**src/rtl/uart_tx_fifo.sv**
```systemverilog
// uart_tx_fifo: byte queue between the CPU UART data register and uart_tx.
// The CPU pushes bytes at its own (gated) rate. A small drain FSM hands the
// bytes to uart_tx one at a time over the send/sending handshake.
//
// Ports:
//   clk, n_reset     - system clock, async active-low reset
//   clk_enable       - CPU pipeline enable, qualifies push and clear_overflow
//   wr_valid/wr_data - push request and byte from the store path
//   clear_overflow   - clears the sticky overflow flag
//   full/empty/count - occupancy status, derived from the registered count
//   overflow         - sticky: a push was dropped because the queue was full
//   tx_data/tx_send  - byte and send strobe towards uart_tx
//   tx_sending       - busy flag from uart_tx
module uart_tx_fifo #(
  parameter int unsigned  DEPTH = 16,
  localparam int unsigned PTR_W = $clog2(DEPTH)
) (
  input  logic           clk,
  input  logic           n_reset,
  input  logic           clk_enable,
  input  logic           wr_valid,
  input  logic [7:0]     wr_data,
  input  logic           clear_overflow,
  output logic           full,
  output logic           empty,
  output logic [PTR_W:0] count,
  output logic           overflow,
  output logic [7:0]     tx_data,
  output logic           tx_send,
  input  logic           tx_sending
);

  localparam int unsigned CNT_W = PTR_W + 1;

  // Pointers wrap by plain overflow, so DEPTH has to be a power of two.
  if (DEPTH < 2 || (DEPTH & (DEPTH - 1)) != 0) begin : g_depth_check
    $error("uart_tx_fifo: DEPTH must be a power of two and at least 2");
  end

  typedef enum logic [1:0] {
    IDLE      = 2'd0,
    LAUNCH    = 2'd1,
    WAIT_DONE = 2'd2
  } state_e;

  state_e           state_q, state_d;
  logic [PTR_W-1:0] wr_ptr_q, wr_ptr_d;
  logic [PTR_W-1:0] rd_ptr_q, rd_ptr_d;
  logic [CNT_W-1:0] count_q, count_d;
  logic             full_q, full_d;
  logic             empty_q, empty_d;
  logic             overflow_q, overflow_d;
  logic [7:0]       tx_data_q, tx_data_d;
  logic             tx_send_q, tx_send_d;
  logic [7:0]       mem_q [DEPTH];

  logic pop_c;
  logic push_req_c;
  logic push_acc_c;
  logic drop_c;

  // Drain FSM: a pop happens only on the IDLE->LAUNCH transition.
  always_comb begin
    state_d   = state_q;
    pop_c     = 1'b0;
    unique case (state_q)
      IDLE: begin
        if (!empty_q && !tx_sending) begin
          pop_c   = 1'b1;
          state_d = LAUNCH;
        end
      end
      LAUNCH: begin
        if (tx_sending) state_d = WAIT_DONE;
      end
      WAIT_DONE: begin
        if (!tx_sending) state_d = IDLE;
      end
      default: state_d = IDLE;
    endcase
    tx_send_d = (state_d == LAUNCH);
  end

  // Queue bookkeeping. A pop in the same cycle frees a slot for a push at full;
  // in that case wr_ptr == rd_ptr and the read sees the old byte.
  always_comb begin
    push_req_c = clk_enable & wr_valid;
    push_acc_c = push_req_c & (~full_q | pop_c);
    drop_c     = push_req_c & full_q & ~pop_c;

    wr_ptr_d   = push_acc_c ? wr_ptr_q + PTR_W'(1) : wr_ptr_q;
    rd_ptr_d   = pop_c ? rd_ptr_q + PTR_W'(1) : rd_ptr_q;
    tx_data_d  = pop_c ? mem_q[rd_ptr_q] : tx_data_q;

    count_d    = count_q + CNT_W'(push_acc_c) - CNT_W'(pop_c);
    full_d     = (count_d == CNT_W'(DEPTH));
    empty_d    = (count_d == '0);

    // A new drop wins over a clear issued in the same cycle.
    overflow_d = drop_c | (overflow_q & ~(clk_enable & clear_overflow));
  end

  // Control and status state.
  always_ff @(posedge clk or negedge n_reset) begin
    if (!n_reset) begin
      state_q    <= IDLE;
      wr_ptr_q   <= '0;
      rd_ptr_q   <= '0;
      count_q    <= '0;
      full_q     <= 1'b0;
      empty_q    <= 1'b1;
      overflow_q <= 1'b0;
      tx_data_q  <= '0;
      tx_send_q  <= 1'b0;
    end else begin
      state_q    <= state_d;
      wr_ptr_q   <= wr_ptr_d;
      rd_ptr_q   <= rd_ptr_d;
      count_q    <= count_d;
      full_q     <= full_d;
      empty_q    <= empty_d;
      overflow_q <= overflow_d;
      tx_data_q  <= tx_data_d;
      tx_send_q  <= tx_send_d;
    end
  end

  // Byte storage; contents are don't-care after reset.
  always_ff @(posedge clk) begin
    if (push_acc_c) mem_q[wr_ptr_q] <= wr_data;
  end

  assign full     = full_q;
  assign empty    = empty_q;
  assign count    = count_q;
  assign overflow = overflow_q;
  assign tx_data  = tx_data_q;
  assign tx_send  = tx_send_q;

endmodule

```
**config.mk**
```make
export PLATFORM = sky130hd
export DESIGN_NAME = uart_tx_fifo
export DESIGN_NICKNAME = d
export VERILOG_FILES = /design/src/rtl/uart_tx_fifo.sv
export SDC_FILE = /design/constraint.sdc
export NUM_CORES = 1
export LEC_CHECK = 0
export ABC_AREA = 1
export ABC_CLOCK_PERIOD_IN_PS = 8000
export CORE_ASPECT_RATIO = 0.5
export CORE_MARGIN = 3
export CORE_UTILIZATION = 65
export DETAILED_ROUTE_END_ITERATION = 10
export DONT_BUFFER_PORTS = 1
export PLACE_DENSITY = 0.77
export SYNTH_ARGS = -nofsm -noshare
export SYNTH_HDL_FRONTEND = slang
export SYNTH_SLANG_ARGS = --single-unit
```
**constraint.sdc**
```tcl
create_clock -name clk -period 8 [get_ports clk]
set_clock_uncertainty 0.2 [all_clocks]
set_input_delay 0.8 -clock clk [delete_from_list [all_inputs] [get_ports clk]]
set_output_delay 0.8 -clock clk [all_outputs]
set_load 0.01 [all_outputs]
```
==> impl_summary.md <==
Status
The run finished with clean final reports.

Floorplan
The die outline width is 151 um. The top-level port count is 31. The row count is 25. The die covers 11800 um2. The core footprint is 9820 um2. From bottom edge to top edge, the die measures 78.4 um. Once the floorplan was initialized, standard cells occupied 69.4% of the core.

Timing
The worst-case headroom to the max-slew limit is 13.0%. The final cycle utilization of the critical path is 41.2%. The total count of hold-check failures in the final report is 0.

Setup violations remaining at the end of the flow were counted as 0. The max-slew violation count is 0. Derived from the worst setup path, the maximum achievable clock frequency is 303 MHz. Setup repair after global routing left no endpoint under its margin. The slew at the pin with the worst max-slew slack is 1.31 ns. The shortest period the worst path allows is 3.30 ns. Across all setup checks in the final design, the least slack found is 4.70 ns. After routing, the total negative slack on setup checks comes to 0 ns.

Final layout
The library cell used most frequently in the layout, excluding fill and tap cells, is sky130_fd_sc_hd__nand2_1. The number of antenna diodes is 0. The fraction of final layout cells sized beyond drive strength 1 is 5.38%. In the layout the commonest cells are 212 x sky130_fd_sc_hd__nand2_1, 128 x sky130_fd_sc_hd__edfxtp_1, 111 x sky130_fd_sc_hd__inv_1. The area growth from synthesis to layout is 8.37%. The number of nets at the end of the flow is 681. After filler insertion, the fill cell instance count of the layout stands at 640.

Route
The average vias per placed instance is 5.65. The violation count after the first detailed-route iteration is 589. For this block, the via count after detailed routing is 4542. The total routed wirelength is 15000 um. In the final routed layout, each cell accounts on average for 18.7 um. In this run the remaining antenna-violating nets after routing total 0. The pre-antenna-repair detailed-routing pass consisted of 6 iterations. The number of remaining DRC errors is 0.

Clocking
The clock net in this run drives a total of 155 sinks. The post-CTS setup-driven buffer insertion count is 0. Buffers inserted during clock tree synthesis total 17. The longest clock path from root to sink contains 2 buffers. The tree is rooted in a sky130_fd_sc_hd__clkbuf_16. The worst-skew pair later-pin latency is 0.43 ns. TritonCTS built the clock tree. The number of levels in the clock H-tree is 4. Clock-pin slew was measured on the worst setup and hold paths at 0.06 ns.

GRT
The via count of the first global-routing pass came to 4323. Entering global routing, the biggest net connects 68 pins. For this run, the total global-route usage over all layers was measured as 27.3%. The total overflow left after global routing is 0. The initial antenna violation count is 0. The wire length of the first global-routing pass is 23300 um.

Power
The cell-internal power is 0.00165 W. The total power per unit cell area is 355 nW/um2. In this run the static leakage power is 3.26 nW. In this run the power spent charging and discharging nets is 0.000966 W. In this run, the clock network consumes 28.4% of the power. Of the total power, the share spent switching nets is 36.9%. The part of the power in registers is 41.7%. The share of total power in combinational logic is 29.9%. The maximum VDD drop is 0.000274 V.

Flow run
Across the run, the number of max-cap violations was 0.

Synthesis
The post-synthesis instance area is 6820 um2. The Yosys step of the flow raised 0 warnings. The count of unique library cells instantiated by Yosys is 25. The number of nets in the synthesized netlist is 686. The average size of a mapped cell is 10.3 um2. The post-synthesis register bit count is 155. Synthesis produced 661 cells. The share of the Yosys chip area taken by registers is 66.3%.

Worst setup path
The worst setup path is launched from a register. The worst endpoint data arrival time is 3.41 ns. The kind of end point of the critical path is a register. For flop-to-flop paths, the worst setup slack is 4.70 ns. The maximum fanout count along the critical path is 35. At the worst endpoint, the required time is 8.11 ns.

In this run the critical register-to-register path is launched from rd_ptr_q[1]. The cell count of the worst reg-to-reg path is 7. The setup path with the least slack is of type register to register. The reg-to-reg endpoint is tx_data[1].

Placement
Routability-driven placement finished with a final weighted congestion of 0.873. The pre-CTS setup slack is 4.65 ns. After legalization and detailed placement, the total HPWL measured 9030 um.

Input and output buffers added on the ports amount to 0.

Min path
The worst hold path belongs to the class input pin to asynchronous set/reset pin.
==> worst max-delay path: stages, from the launching register on <==
cell and delay, ns:
sky130_fd_sc_hd__dfrtp_1 1.21, sky130_fd_sc_hd__inv_1 0.93, sky130_fd_sc_hd__nand3_1 0.30, sky130_fd_sc_hd__nand3_1 0.15, sky130_fd_sc_hd__nand3_1 0.18, sky130_fd_sc_hd__nand2_1 0.08, sky130_fd_sc_hd__nand2_1 0.07, sky130_fd_sc_hd__nand2_1 0.06
==> Yosys cell counts <==
master | count | share of area (%)
sky130_fd_sc_hd__inv_2 | 1 | 0.055
sky130_fd_sc_hd__nand4_1 | 1 | 0.092
sky130_fd_sc_hd__and3_1 | 1 | 0.092
sky130_fd_sc_hd__nand3_1 | 100 | 7.3
sky130_fd_sc_hd__dfstp_2 | 1 | 0.39
sky130_fd_sc_hd__buf_2 | 7 | 0.51
sky130_fd_sc_hd__clkbuf_1 | 6 | 0.33
sky130_fd_sc_hd__fa_1 | 1 | 0.29
sky130_fd_sc_hd__xnor2_1 | 2 | 0.26
sky130_fd_sc_hd__nand2_2 | 1 | 0.092
sky130_fd_sc_hd__xor2_1 | 8 | 1.0
sky130_fd_sc_hd__clkinv_1 | 2 | 0.11
sky130_fd_sc_hd__nand3_2 | 1 | 0.15
sky130_fd_sc_hd__edfxtp_1 | 128 | 56
sky130_fd_sc_hd__buf_6 | 5 | 0.83
sky130_fd_sc_hd__o21ai_0 | 5 | 0.37
sky130_fd_sc_hd__nor3_1 | 1 | 0.073
sky130_fd_sc_hd__a21oi_1 | 3 | 0.22
sky130_fd_sc_hd__nand2_1 | 212 | 12
sky130_fd_sc_hd__a21oi_4 | 1 | 0.24
sky130_fd_sc_hd__dfrtp_1 | 26 | 9.5
sky130_fd_sc_hd__nor2_1 | 18 | 0.99
sky130_fd_sc_hd__ha_1 | 10 | 1.8
sky130_fd_sc_hd__inv_1 | 111 | 6.1
sky130_fd_sc_hd__buf_4 | 9 | 0.99
==> final cells by class <==
class	instances	area [um2]	share of cell area, %
inverters	114	428	5.79
well taps	135	169	2.29
clock buffers	25	507	6.86
clock inverters	7	37.5	0.508
multi-input cells	365	1690	22.8
repair buffers	3	37.5	0.508
flip-flops and latches	155	4520	61.2
==> routing by layer <==
metal  share of wire, %  GRT usage (%)
met3                 10           6.75
met1                 43           39.2
met5                  0              0
met4                3.0           14.3
met2                 44           39.0
==> what timing repair did <==
action | in CTS | in global routing
hold buffers | 2 | 0
hold endpoints to repair | 26 | 0
resized for setup | 0 | 0
==> registers in the layout, summed over array words and instances (netlist names) <==
register	count
count	5
empty	1
full	1
mem_q	128
overflow	1
rd_ptr_q	4
state_q	2
tx_data	8
tx_send	1
wr_ptr_q	4
==> kinds of logic (layout without fill, tap and decap cells) <==
logic type,Yosys count,after routing,synth area share [%]
and+or+nand+nor,335,335,20.5
DFF,155,155,66.3
buffers and inverters,141,149,8.94
adders and majority gates,11,11,2.13
xor gates and xnor gates,10,10,1.28
AOI/OAI and AO/OA,9,9,0.826
==> worst max path at each step <==
stage	start	to	slack [ns]	cells past startpoint
final	rd_ptr_q[1]	tx_data[1]	4.70	7
after global routing	rd_ptr_q[1]	tx_data[1]	4.62	7
after CTS	rd_ptr_q[1]	tx_data[1]	4.82	7
after detailed placement	tx_sending	full	4.65	11
after global placement	tx_sending	full	4.72	11
after floorplan	tx_sending	full	5.03	12
==> power groups by stage <==
| stage | Combinational, W | Sequential [W] | Clock (W) |
|---|---|---|---|
| 6_report | 0.000784 | 0.00109 | 0.000743 |
| 5_1_grt | 0.000875 | 0.00110 | 0.000780 |
| 4_1_cts | 0.000771 | 0.00109 | 0.000745 |
| 3_5_place_dp | 0.000755 | 0.00111 | 0 |
| 3_3_place_gp | 0.000732 | 0.00110 | 0 |
| 2_1_floorplan | 0.000652 | 0.00105 | 0 |
==> per-stage QoR <==
step	util (%)	hold WS, ns	std cells	power (W)	area (um2)
after global placement	69.4	0.253	770	0.00184	6810
final	75.2	0.0161	804	0.00262	7390
after global routing	75.2	0.00839	804	0.00276	7390
after detailed placement	69.4	0.253	770	0.00186	6810
after CTS	75.2	0.0104	804	0.00261	7390
after floorplan	-	0.236	661	0.00170	6820
Note: power is estimated with default switching activity, not from simulation.
